`config.mk`:
```
export PLATFORM = sky130hd
export DESIGN_NAME = cmsdk_fpga_sram_arb2_flat
export DESIGN_NICKNAME = d
export VERILOG_FILES = /design/src/rtl/cmsdk_fpga_sram_pkg.sv /design/src/rtl/cmsdk_fpga_sram_arb2_if.sv /design/src/rtl/cmsdk_sram_rr_arb2.sv /design/src/rtl/cmsdk_fpga_sram_arb2.sv /design/src/flat_wrapper.sv
export SDC_FILE = /design/constraint.sdc
export NUM_CORES = 1
export LEC_CHECK = 0
export BUFFER_PORTS_ARGS = -buffer_cell sky130_fd_sc_hd__buf_2
export CAP_MARGIN = 20
export CORE_AREA = 2 2 102 104
export CTS_CLUSTER_SIZE = 20
export DETAILED_ROUTE_END_ITERATION = 8
export DIE_AREA = 0 0 104 106
export GPL_TIMING_DRIVEN = 0
export PLACE_DENSITY = 0.54
export SYNTH_ARGS = -nofsm -noshare
export SYNTH_HDL_FRONTEND = slang
export SYNTH_SLANG_ARGS = --single-unit
```
`constraint.sdc`:
```
create_clock -name CLK -period 1.6 [get_ports CLK]
set_clock_uncertainty 0.15 [all_clocks]
set_input_delay 0.08 -clock CLK [delete_from_list [all_inputs] [get_ports CLK]]
set_output_delay 0.08 -clock CLK [all_outputs]
set_load 0.01 [all_outputs]
```
`src/rtl/cmsdk_fpga_sram_pkg.sv`:
```
// Shared definitions for the two-master FPGA SRAM arbiter: owner encoding and
// the WREN value that marks a read access.
package cmsdk_fpga_sram_pkg;

    typedef enum logic [1:0] {
        OWN_IDLE = 2'd0,
        OWN_M0   = 2'd1,
        OWN_M1   = 2'd2
    } owner_e;

    localparam logic [3:0] WREN_READ = 4'h0;

    function automatic owner_e owner_of(input logic sel);
        return sel ? OWN_M1 : OWN_M0;
    endfunction

endpackage

```
`src/rtl/cmsdk_fpga_sram_arb2_if.sv`:
```
// One SRAM access port as seen by a requesting master: request fields going in,
// grant and read return coming back.
interface cmsdk_fpga_sram_arb2_if #(
    parameter int AW = 16
);
    logic          req;
    logic [AW-1:0] addr;
    logic [31:0]   wdata;
    logic [3:0]    wren;
    logic          gnt;
    logic          rvalid;
    logic [31:0]   rdata;

    modport master (
        output req, addr, wdata, wren,
        input  gnt, rvalid, rdata
    );

    modport slave (
        input  req, addr, wdata, wren,
        output gnt, rvalid, rdata
    );
endinterface

```
`src/rtl/cmsdk_sram_rr_arb2.sv`:
```
// Round-robin grant logic for two masters with a burst limit under contention.
//   state    | meaning
//   OWN_IDLE | previous cycle had no grant
//   OWN_M0   | previous cycle granted M0
//   OWN_M1   | previous cycle granted M1
module cmsdk_sram_rr_arb2
    import cmsdk_fpga_sram_pkg::*;
#(
    parameter int MAXBURST = 4
) (
    input  logic       i_clk,
    input  logic       i_rst,
    input  logic [1:0] i_req,
    output logic [1:0] o_gnt
);
    localparam int            BW        = $clog2(MAXBURST + 1);
    localparam logic [BW-1:0] BURST_MAX = BW'(MAXBURST);

    owner_e        r_state;
    owner_e        w_state_nxt;
    logic [BW-1:0] r_burst;
    logic [BW-1:0] w_burst_nxt;
    logic [BW-1:0] w_burst_inc;
    logic          r_last;
    logic          w_last_nxt;
    logic          w_any;
    logic          w_sel;
    logic          w_keep;

    always_ff @(posedge i_clk or posedge i_rst) begin
        if (i_rst) begin
            r_state <= OWN_IDLE;
            r_burst <= '0;
            r_last  <= 1'b1;
        end else begin
            r_state <= w_state_nxt;
            r_burst <= w_burst_nxt;
            r_last  <= w_last_nxt;
        end
    end

    assign w_burst_inc = (r_burst == BURST_MAX) ? BURST_MAX : r_burst + 1'b1;
    assign w_keep      = (r_state != OWN_IDLE) && (r_burst < BURST_MAX);

    always_comb begin
        w_any       = 1'b0;
        w_sel       = 1'b0;
        w_state_nxt = OWN_IDLE;
        w_burst_nxt = r_burst;
        w_last_nxt  = r_last;
        case (i_req)
            2'b01: begin
                w_any = 1'b1;
                w_sel = 1'b0;
            end
            2'b10: begin
                w_any = 1'b1;
                w_sel = 1'b1;
            end
            2'b11: begin
                w_any = 1'b1;
                // the last pointer starts at M1, so M0 wins the first tie
                w_sel = w_keep ? (r_state == OWN_M1) : ~r_last;
            end
            default: begin
                w_any = 1'b0;
            end
        endcase
        if (w_any) begin
            w_state_nxt = owner_of(w_sel);
            w_last_nxt  = w_sel;
            w_burst_nxt = (r_state == w_state_nxt) ? w_burst_inc : BW'(1);
        end
    end

    assign o_gnt = (w_any && !i_rst) ? {w_sel, ~w_sel} : 2'b00;

endmodule

```
`src/rtl/cmsdk_fpga_sram_arb2.sv`:
```
// Shares a single-port block-RAM between two masters: address/data steering to
// the SRAM and one-cycle read return to whichever master owned the read.
module cmsdk_fpga_sram_arb2
    import cmsdk_fpga_sram_pkg::*;
#(
    parameter int AW       = 16,
    parameter int MAXBURST = 4
) (
    input  logic                     CLK,
    input  logic                     RESET,
    cmsdk_fpga_sram_arb2_if.slave    m0,
    cmsdk_fpga_sram_arb2_if.slave    m1,
    output logic [AW-1:0]            SRAM_ADDR,
    output logic [31:0]              SRAM_WDATA,
    output logic [3:0]               SRAM_WREN,
    output logic                     SRAM_CS,
    input  logic [31:0]              SRAM_RDATA
);
    logic [1:0] w_req;
    logic [1:0] w_gnt;
    logic       r_rd_pend0;
    logic       r_rd_pend1;

    assign w_req = {m1.req, m0.req};

    cmsdk_sram_rr_arb2 #(
        .MAXBURST (MAXBURST)
    ) u_arb (
        .i_clk (CLK),
        .i_rst (RESET),
        .i_req (w_req),
        .o_gnt (w_gnt)
    );

    always_comb begin
        SRAM_ADDR  = '0;
        SRAM_WDATA = '0;
        SRAM_WREN  = '0;
        if (w_gnt[0]) begin
            SRAM_ADDR  = m0.addr;
            SRAM_WDATA = m0.wdata;
            SRAM_WREN  = m0.wren;
        end else if (w_gnt[1]) begin
            SRAM_ADDR  = m1.addr;
            SRAM_WDATA = m1.wdata;
            SRAM_WREN  = m1.wren;
        end
    end

    assign SRAM_CS = |w_gnt;

    // The SRAM registers its address, so a read only needs its owner remembered for one cycle.
    always_ff @(posedge CLK or posedge RESET) begin
        if (RESET) begin
            r_rd_pend0 <= 1'b0;
            r_rd_pend1 <= 1'b0;
        end else begin
            r_rd_pend0 <= w_gnt[0] && (m0.wren == WREN_READ);
            r_rd_pend1 <= w_gnt[1] && (m1.wren == WREN_READ);
        end
    end

    assign m0.gnt    = w_gnt[0];
    assign m1.gnt    = w_gnt[1];
    assign m0.rvalid = r_rd_pend0;
    assign m1.rvalid = r_rd_pend1;
    assign m0.rdata  = r_rd_pend0 ? SRAM_RDATA : '0;
    assign m1.rdata  = r_rd_pend1 ? SRAM_RDATA : '0;

endmodule

```
`src/flat_wrapper.sv`:
```
// flat-port wrapper written by rule: the top's interface ports become plain ports
module cmsdk_fpga_sram_arb2_flat import cmsdk_fpga_sram_pkg::*;
#(
    parameter int AW       = 16,
    parameter int MAXBURST = 4
)
  (CLK, RESET, SRAM_ADDR, SRAM_WDATA, SRAM_WREN, SRAM_CS, SRAM_RDATA, m0_req, m0_addr, m0_wdata, m0_wren, m0_gnt, m0_rvalid, m0_rdata, m1_req, m1_addr, m1_wdata, m1_wren, m1_gnt, m1_rvalid, m1_rdata);
  cmsdk_fpga_sram_arb2_if #(.AW(AW)) m0_i ();
  cmsdk_fpga_sram_arb2_if #(.AW(AW)) m1_i ();
  input  logic CLK;
  input  logic RESET;
  output logic [AW-1:0] SRAM_ADDR;
  output logic [31:0] SRAM_WDATA;
  output logic [3:0] SRAM_WREN;
  output logic SRAM_CS;
  input  logic [31:0] SRAM_RDATA;
  input wire logic [$bits(m0_i.req)-1:0] m0_req;
  input wire logic [$bits(m0_i.addr)-1:0] m0_addr;
  input wire logic [$bits(m0_i.wdata)-1:0] m0_wdata;
  input wire logic [$bits(m0_i.wren)-1:0] m0_wren;
  output wire logic [$bits(m0_i.gnt)-1:0] m0_gnt;
  output wire logic [$bits(m0_i.rvalid)-1:0] m0_rvalid;
  output wire logic [$bits(m0_i.rdata)-1:0] m0_rdata;
  input wire logic [$bits(m1_i.req)-1:0] m1_req;
  input wire logic [$bits(m1_i.addr)-1:0] m1_addr;
  input wire logic [$bits(m1_i.wdata)-1:0] m1_wdata;
  input wire logic [$bits(m1_i.wren)-1:0] m1_wren;
  output wire logic [$bits(m1_i.gnt)-1:0] m1_gnt;
  output wire logic [$bits(m1_i.rvalid)-1:0] m1_rvalid;
  output wire logic [$bits(m1_i.rdata)-1:0] m1_rdata;
  assign m0_i.req = m0_req;
  assign m0_i.addr = m0_addr;
  assign m0_i.wdata = m0_wdata;
  assign m0_i.wren = m0_wren;
  assign m0_gnt = m0_i.gnt;
  assign m0_rvalid = m0_i.rvalid;
  assign m0_rdata = m0_i.rdata;
  assign m1_i.req = m1_req;
  assign m1_i.addr = m1_addr;
  assign m1_i.wdata = m1_wdata;
  assign m1_i.wren = m1_wren;
  assign m1_gnt = m1_i.gnt;
  assign m1_rvalid = m1_i.rvalid;
  assign m1_rdata = m1_i.rdata;
  cmsdk_fpga_sram_arb2 #(.AW(AW), .MAXBURST(MAXBURST)) u_core (.CLK(CLK), .RESET(RESET), .m0(m0_i), .m1(m1_i), .SRAM_ADDR(SRAM_ADDR), .SRAM_WDATA(SRAM_WDATA), .SRAM_WREN(SRAM_WREN), .SRAM_CS(SRAM_CS), .SRAM_RDATA(SRAM_RDATA));
endmodule
```
After elaboration in Yosys (flattened, before gate mapping):

Index checks and enable logic that the tools add are counted.

* output and inout port bits: 121
* input bits: 140
* logic and storage cells: 41
* register bits: 8

* bitwise logic cells: 2
* eq/ne operators: 6
* mux-type cells: 16
* add/subtract/negate cells: 1
* reduce and logical (&&, ||, !) cells: 10
* magnitude comparators: 1

Operator list (number)
* 2-to-1 mux 32 bit: 4
* 2-to-1 mux 16 bit: 2
* zero test 4 bit: 2
* 2-to-1 mux 4 bit: 2
* == test 2 bit, second input constant: 3
* 2-to-1 mux 2 bit: 3
* 2-to-1 mux 3 bit: 2
* logical AND 1 bit: 4
* adder 3 x 1 -> 3 bit, second input constant: 1
* == test 3 bit, second input constant: 1
* < comparator 3 bit, second input constant: 1
* OR reduction 3 bit: 1
* == test 2 x 1 -> 1 bit, second input constant: 1
* == test 2 bit: 1
* 2-to-1 mux 1 bit: 2
* inverter 1 bit: 2
* one-hot mux 1 bit (2 select lines): 1
* nonzero test 2 bit: 1
* OR reduction 2 bit: 1
* zero test 1 bit: 1

Depth between registers and ports, before layout:

Gate-level depths: netlist of the first run.

* word-level depth: 8
* mapped depth: 6
* depth with buffers taken out: 5

Cells and area by module:

A second synthesis of the first run with hierarchy kept.

* cells, all modules: 186
* area, all modules: 1506.4 um^2

Modules (own cells, without submodules)
* cmsdk_fpga_sram_arb2: area an instance 1138.6 um^2, cells each 147, seq. area each 50.0 um^2, instances 1
* cmsdk_sram_rr_arb2: area an instance 367.9 um^2, cells each 39, seq. area each 151.4 um^2, instances 1

Least setup slack after synthesis of the first run:

Ideal clock, no wire load.

* path type: register to output
* start point: reg u_core.u_arb.r_burst[2]
* end point: out SRAM_ADDR[10]
* arrival time: 1.369 ns
* path buffers: 1
* required time: 1.370 ns
* path slack: 0.001 ns
* cell stages (with the launch flop): 6
* path through: dfrtp_1 -> nand2b_1 -> a22oi_1 -> nand2_1 -> clkbuf_1 -> o32ai_1

* longest elaborated chain between the ends: 7
* elaborated cells on any way between the ends: 8
* classes of those cells: 1 x order compare; 5 x mux; 1 x bitwise; 1 x reduce/logical

RTL lines
* from (decl): line cmsdk_sram_rr_arb2.sv:21 `logic [BW-1:0] r_burst;`
* from (signal assigned): line cmsdk_sram_rr_arb2.sv:37 `r_burst <= w_burst_nxt;`
* < comparator 3 bit (*): line cmsdk_sram_rr_arb2.sv:43 `assign w_keep = (r_state != OWN_IDLE) && (r_burst < BURST_MAX);`
* logical AND 1 bit (*): line cmsdk_sram_rr_arb2.sv:43
* 2-to-1 mux 1 bit (*): line cmsdk_sram_rr_arb2.sv:63 `w_sel = w_keep ? (r_state == OWN_M1) : ~r_last;`
* one-hot mux 1 bit (2 select lines) (*): line cmsdk_sram_rr_arb2.sv:51 `case (i_req)`
* 2-to-1 mux 2 bit (*): line cmsdk_sram_rr_arb2.sv:76 `assign o_gnt = (w_any && !i_rst) ? {w_sel, ~w_sel} : 2'b00;`
* 2-to-1 mux 16 bit or 2-to-1 mux 2 bit (tied branches): line cmsdk_fpga_sram_arb2.sv:43, cmsdk_sram_rr_arb2.sv:76
* 2-to-1 mux 16 bit (*): line cmsdk_fpga_sram_arb2.sv:39 `if (w_gnt[0]) begin`
* to (decl): line flat_wrapper.sv:12 `output logic [AW-1:0] SRAM_ADDR;`

Every way passes the cells marked *; elsewhere a longest branch is shown, timed or not.

Final worst setup path of the first run:

* start point: reg u_core.u_arb.r_burst[2]
* end point: out SRAM_WDATA[28]

* longest elaborated chain between the ends: 7
* elaborated cells on any way between the ends: 8
* classes of those cells: 1 x order compare; 5 x mux; 1 x bitwise; 1 x reduce/logical

RTL lines
* < comparator 3 bit (*): line cmsdk_sram_rr_arb2.sv:43
* logical AND 1 bit (*): line cmsdk_sram_rr_arb2.sv:43
* 2-to-1 mux 1 bit (*): line cmsdk_sram_rr_arb2.sv:63
* one-hot mux 1 bit (2 select lines) (*): line cmsdk_sram_rr_arb2.sv:51
* 2-to-1 mux 2 bit (*): line cmsdk_sram_rr_arb2.sv:76
* 2-to-1 mux 32 bit or 2-to-1 mux 2 bit (tied branches): line cmsdk_fpga_sram_arb2.sv:43, cmsdk_sram_rr_arb2.sv:76
* 2-to-1 mux 32 bit (*): line cmsdk_fpga_sram_arb2.sv:39
* to (decl): line flat_wrapper.sv:13 `output logic [31:0] SRAM_WDATA;`

Marks and branches as above.

==> run metrics, run 1 <==
total negative slack -19.68 ns; Clk Latency, worst-skew pair 0.24 ns; vias in the first global route 3252; Sequential Power Share 0.149; IO Count 261; Vias/cell 4.50; Bufs on Longest Clock Path 2; first-pass GRT wire length 16100 um; routability-driven placement congestion ratio 0.884; leakage 2.37 nW; DP HPWL 8610 um; Yosys reg bits 8; Port Buffers 260; most common cell after layout, fill and taps aside buf_2; commonest non-fill, non-tap cells in the layout 257 x buf_2, 64 x and2_1, 55 x inv_1; FF-to-FF Start u_core.u_arb.r_burst[2]$_DFFE_PP0N_; Worst EP arrival 1.78 ns; synth top area cells o32ai_2 21%, and2_1 20%, o32ai_1 11%; NumNets Final 717; Finished Cell Area 4090 um2; Antenna Cells 0; post-synthesis async set-or-reset flop share 1.00; number of flops mapped to enable cells by yosys 0; H-tree depth 1; Sw Ratio 0.421; initial DRC count 78; Max FO, Critical Path 7; Pint 0.996 mW; antenna violations before repair 0; Initial Utilization 0.204; Critical Path Sink Type output port; largest net degree at the start of global routing 18; CTS Sinks 8; Worst-path clk slew 0.05 ns; FF+latch area 204 um2; # DRC 0; P_sw 0.725 mW; Peak VDD IR 0.217 mV; crit share post-route 1.26; Max Clk Rate 498 MHz; post-synth top area share 0.207; failing checks negative setup slack; Core ar. 10000 um2; main flop type after synthesis dfrtp_1; Die Y 106 um; worst reg2reg path depth 8; Congestion Overflow GR 0; share of cells above drive strength 1 0.625; CTS buffer count 3; CP max stage cell dfrtp_2; crit-path cells nand2b_4, a22oi_2, nand2_2, buf_6, buf_12, o32ai_2, buf_2; FILL cells 1054; Yosys top cell by area o32ai_2; CP Class flip-flop to output port; die area 11000 um2; Reg2Reg Setup Slack -0.15 ns; Relative slew margins 0.404; Data required, critical path 1.37 ns; placed inst area 3510 um2; Syn Nets 437; Yosys warning count 0; Worst-Margin Slew 0.895 ns; Routed Antenna Nets 0; Power Dens Cells 421 nW/um2; reg-to-reg endpoint u_core.m0.rvalid$_DFF_PP0_; post-synthesis cell type count 28; combinational power share 0.692; area of the multi-input gates 1740 um2; Setup violations, final 57; drt wl/cell 15.1 um; Max Cap Viol 0; Die W 104 um; setup ws final -0.409 ns; unrepaired setup endpoints after global routing true; Startpoint Class flip-flop; Post-Syn Area per Cell 6.93 um2; hold depth 4; Slew Viols, Final 0; HP Start m1_wren[0]; Clk pwr share 0.159; Stages on worst setup path 7; CP top delay family buffers and inverters; post-synthesis sequential area ratio 0.0986; CTS tree yes; Buf/Inv on CP 3; Root Buffer clkbuf_8; final hold violation count 0; Mapped Area 2040 um2; CP peak stage delay 0.43 ns; area grow syn2layout 100%; Min Clock Period, post-route 2.01 ns; drt total wl 10700 um; total iterations of the first detailed-routing run 6; Tot GR Track Use 0.179; Via Count 3196; Site Rows 37; outcome finished with violations; Gate Count Post-Synth 295; worst hold-check path type input pin to flip-flop; hold endpoint u_core.m1.rvalid$_DFF_PP0_
per-layer routing:
metal	vias to the layer above	track usage	wire [um]
met5	-	0	0
met4	0	0.0299	98
met3	9	0.0435	954
met2	170	0.371	5770
met1	1464	0.181	3880
li1	1553	-	-
area by class of cell:
class / count / area share
inverters: 57 / 0.0523
flip-flops and latches: 8 / 0.0498
clock buffers: 4 / 0.0110
multi-input cells: 201 / 0.425
repair buffers: 275 / 0.361
well taps: 136 / 0.0416
plain buffers: 29 / 0.0590
per-stage QoR:
stage                     setup slack (ns)  power, mW  instances   util  hold WS (ns)
after floorplan                    0.00125      0.766        295      -        0.0123
after global placement              -0.291       1.16        691  0.351         0.202
after detailed placement            -0.316       1.18        691  0.351         0.204
after CTS                           -0.404       1.66        708  0.394       0.00984
after global routing                -0.480       1.84        710  0.409        0.0376
final                               -0.409       1.72        710  0.409       0.00702
registers in the layout (all words and copies together) (netlist names):
signal / cells
u_core.u_arb.r_burst: 3
u_core.u_arb.r_state: 2
u_core.m0.rvalid: 1
u_core.m1.rvalid: 1
u_core.u_arb.r_last: 1
synthesized netlist by cell type, types with 2 or more instances:
master / count
and2_1: 65
inv_1: 56
nand2_1: 55
o32ai_1: 26
o32ai_2: 26
clkbuf_1: 17
dfrtp_1: 7
buf_6: 5
nor2_1: 5
buf_2: 4
a21oi_1: 3
a22oi_1: 3
buf_4: 3
ha_1: 2
nand2b_1: 2
nand3b_1: 2
nor2b_1: 2
nor3_1: 2
worst max-delay path by stage:
stage / startpoint / to / slack (ns)
6_report: u_core.u_arb.r_burst[2]$_DFFE_PP0N_ / SRAM_WDATA[28] / -0.41
5_1_grt: u_core.u_arb.r_burst[2]$_DFFE_PP0N_ / SRAM_WDATA[25] / -0.48
4_1_cts: u_core.u_arb.r_burst[2]$_DFFE_PP0N_ / SRAM_WDATA[4] / -0.40
3_5_place_dp: u_core.u_arb.r_burst[2]$_DFFE_PP0N_ / SRAM_WDATA[4] / -0.32
3_3_place_gp: u_core.u_arb.r_burst[2]$_DFFE_PP0N_ / SRAM_WDATA[4] / -0.29
2_1_floorplan: u_core.u_arb.r_burst[2]$_DFFE_PP0N_ / SRAM_ADDR[10] / 0.001
what timing repair did:
action                     in CTS  in global routing
pin swaps                       4                  4
setup buffers                   9                  2
setup endpoints to repair      57                 83
cloned                          3                  1
resized for setup              58                 25
hold endpoints to repair        1                  0
hold buffers                    1                  0
power by group through the flow:
stage / clock (mW) / sequential [mW] / combinational [mW]
floorplan: 0 / 0.249 / 0.517
global placement: 0 / 0.254 / 0.909
detailed placement: 0 / 0.256 / 0.925
CTS: 0.277 / 0.254 / 1.13
global route: 0.292 / 0.260 / 1.29
finish: 0.274 / 0.256 / 1.19
worst reg2reg max path: stages, from the launching register on:
cell and delay, ns:
dfrtp_2 0.43, nand2b_4 0.16, a22oi_2 0.13, nand2_2 0.11, buf_6 0.15, buf_12 0.15
buf_6 0.12, buf_6 0.11, and3_4 0.13
cell families (layout without fill, tap and decap cells):
group	count (synthesis)	in the layout	share of synthesized area
AND/OR/NAND/NOR	137	137	0.348
flip-flops	8	8	0.0986
buffers and inverters	86	365	0.184
adder cells (fa/ha/maj)	2	2	0.0122
AO/OA/AOI/OAI	62	62	0.356
Note: power is estimated with default switching activity, not from simulation.
==> inputs of run 2 (changes only) <==
--- a/config.mk
+++ b/config.mk
@@ -7,10 +7,10 @@
 export LEC_CHECK = 0
 export BUFFER_PORTS_ARGS = -buffer_cell sky130_fd_sc_hd__buf_2
 export CAP_MARGIN = 20
-export CORE_AREA = 2 2 102 104
+export CORE_AREA = 2 2 100 102
 export CTS_CLUSTER_SIZE = 20
 export DETAILED_ROUTE_END_ITERATION = 8
-export DIE_AREA = 0 0 104 106
+export DIE_AREA = 0 0 102 104
 export GPL_TIMING_DRIVEN = 0
 export PLACE_DENSITY = 0.54
 export SYNTH_ARGS = -nofsm -noshare
==> constraint.sdc (replaced) <==
create_clock -name CLK -period 2.52 [get_ports CLK]
set_clock_uncertainty 0.15 [all_clocks]
set_input_delay 0.126 -clock CLK [delete_from_list [all_inputs] [get_ports CLK]]
set_output_delay 0.126 -clock CLK [all_outputs]
set_load 0.01 [all_outputs]
==> run 2 against run 1 <==
Compared with the run above:
- the run now ends clean
- combinational power decreased by 52%
- setup slack improved by 0.69 ns
- utilization decreased by 3.7 points
- flip-flop and latch count unchanged
- sequential power decreased by 37%
- routed wire length decreased by 12%
- cell count decreased by 2.5%
- largest power group unchanged
==> run metrics, run 2 (synthesized netlist as in run 1, its figures left out) <==
Power Dens Cells 253 nW/um2 (-40%); H-tree depth 1 (unchanged); DP HPWL 8130 um (-5.6%); area grow syn2layout 74.0%; Tot GR Track Use 0.163 (-0.0167); die area 10600 um2 (-3.8%); final hold violation count 0 (unchanged); Worst-path clk slew 0.05 ns (about the same); Via Count 3105 (-2.8%); Max FO, Critical Path 10 (+3); Congestion Overflow GR 0 (unchanged); number of post-CTS setup repair buffers 0 (-9); crit share post-route 0.888; first-pass GRT wire length 13900 um (-13%); FF-to-FF Start u_core.u_arb.r_burst[2]$_DFFE_PP0N_; Non-Filler Instances 692 (-2.5%); Vias/cell 4.49 (-0.32%); total iterations of the first detailed-routing run 4 (-2); most used routing layer met2; Core ar. 9550 um2 (-4.5%); drt total wl 9450 um (-12%); combinational power share 0.638 (-0.054); M2 GR Usage 0.328 (-0.0432); Sequential Power Share 0.179 (+0.030); outcome finished, final reports clean; final core utilization 0.372 (-0.0368); hold_buf cts 0 (-1); met1 global-route usage 0.167 (-0.0141); HP Start m1_wren[2]; Die Y 104 um (-1.9%); Startpoint Class flip-flop; IO Count 261 (unchanged); P_sw 0.379 mW (-48%); leakage 2.19 nW (-7.6%); largest net degree at the start of global routing 18 (unchanged); Root Buffer clkbuf_8; commonest non-fill, non-tap cells in the layout 264 x buf_2, 65 x and2_1, 56 x inv_1; CP Class flip-flop to output port; Antenna Cells 0 (unchanged); share of cells above drive strength 1 0.546 (-0.0798); Clk pwr share 0.183 (+0.024); FILL cells 1089 (+3.3%); Bufs on Longest Clock Path 2 (unchanged); Min Clock Period, post-route 2.24 ns; Peak VDD IR 0.110 mV (-49%); Die W 102 um (-1.9%); Data required, critical path 2.24 ns (+0.87 ns); total negative slack 0 ns (+19.68 ns); Clk Latency, worst-skew pair 0.23 ns (about the same); Worst EP arrival 1.96 ns (+0.18 ns); Pint 0.521 mW (-48%); Port Buffers 260 (unchanged); Critical Path Sink Type output port; worst hold-check path type input pin to flip-flop; grt met3 use 0.0255 (-0.0180); Site Rows 36 (-2.7%); Sw Ratio 0.421 (about the same); placed cell count 688 (-0.43%); Relative slew margins 0.468 (+0.0646); routability-driven placement congestion ratio 0.816 (-7.7%); Tot Pwr 0.900 mW (-48%); # DRC 0 (unchanged); Top reg by flops u_core.u_arb.r_burst; CTS buffer count 3 (unchanged); antenna violations before repair 0 (unchanged); drt wl/cell 13.7 um (-9.4%); Setup violations, final 0 (-100%); NumNets Final 702 (-2.1%); Worst Setup SP u_core.u_arb.r_burst[2]$_DFFE_PP0N_; unrepaired setup endpoints after global routing false; initial DRC count 57 (-27%); vias in the first global route 2967 (-8.8%); Slew Viols, Final 0 (unchanged); CTS tree yes; Regs by FF count u_core.u_arb.r_burst: 3 flops, u_core.u_arb.r_state: 2 flops; Max Clk Rate 447 MHz; Routed Antenna Nets 0 (unchanged); CTS resizes 0 (-100%); Worst-Margin Slew 0.798 ns (-0.0969 ns); Max Cap Viol 0 (unchanged); max reg flops 3 (unchanged); CTS Sinks 8 (unchanged); Initial Utilization 0.214 (+0.00964); most common cell after layout, fill and taps aside buf_2
==> run 2: cell type report <==
class,count,area [um2],area share
Tap cell,133,166,0.0468
Buffer,29,163,0.0457
Clock buffer,4,45.0,0.0127
Sequential cell,8,201,0.0567
Multi-Input combinational cell,201,1470,0.412
Inverter,57,214,0.0602
Timing Repair Buffer,260,1300,0.366
==> run 2: path summary, 6_finish.rpt <==
kind                                                  endpoint  depth (start not counted)  slack (ns)
min in group asynchronous  u_core.u_arb.r_burst[1]$_DFFE_PP0N_                          3        0.08
max reg2reg                         u_core.m0.rvalid$_DFF_PP0_                          6        0.86
max                                              SRAM_WDATA[0]                          6        0.28
max in group asynchronous           u_core.m1.rvalid$_DFF_PP0_                          3        1.63
min reg2reg                    u_core.u_arb.r_last$_DFFE_PP1N_                          2        0.33
min                                 u_core.m1.rvalid$_DFF_PP0_                          4        0.02
==> run 2: metal layers <==
metal / routed length (um) / vias to the layer above
met2: 5010 / 171
li1: - / 1524
met5: 0 / -
met3: 900 / 11
met4: 142 / 0
met1: 3400 / 1399
==> run 2: power groups by stage <==
stage / Clock [mW] / Combinational [mW] / Sequential, mW
after floorplan: 0 / 0.328 / 0.158
after global placement: 0 / 0.570 / 0.162
after detailed placement: 0 / 0.579 / 0.163
after CTS: 0.170 / 0.581 / 0.161
after global routing: 0.182 / 0.634 / 0.163
final: 0.165 / 0.574 / 0.161
==> run 2: worst max-delay path: stages (launching register included) <==
cell and delay [ns]:
dfrtp_1 0.44, nand2b_1 0.19, a22oi_1 0.14, nand2_1 0.13
clkbuf_1 0.26, o32ai_1 0.36, buf_2 0.20
==> run 2: metrics by stage <==
stage	area (um2)	worst slack (ns)	hold slack [ns]
floorplan	2040	0.875	0.0583
CTS	3560	0.294	0.0228
global route	3560	0.140	0.0441
global placement	3510	0.573	0.260
finish	3560	0.282	0.0245
detailed placement	3510	0.562	0.260
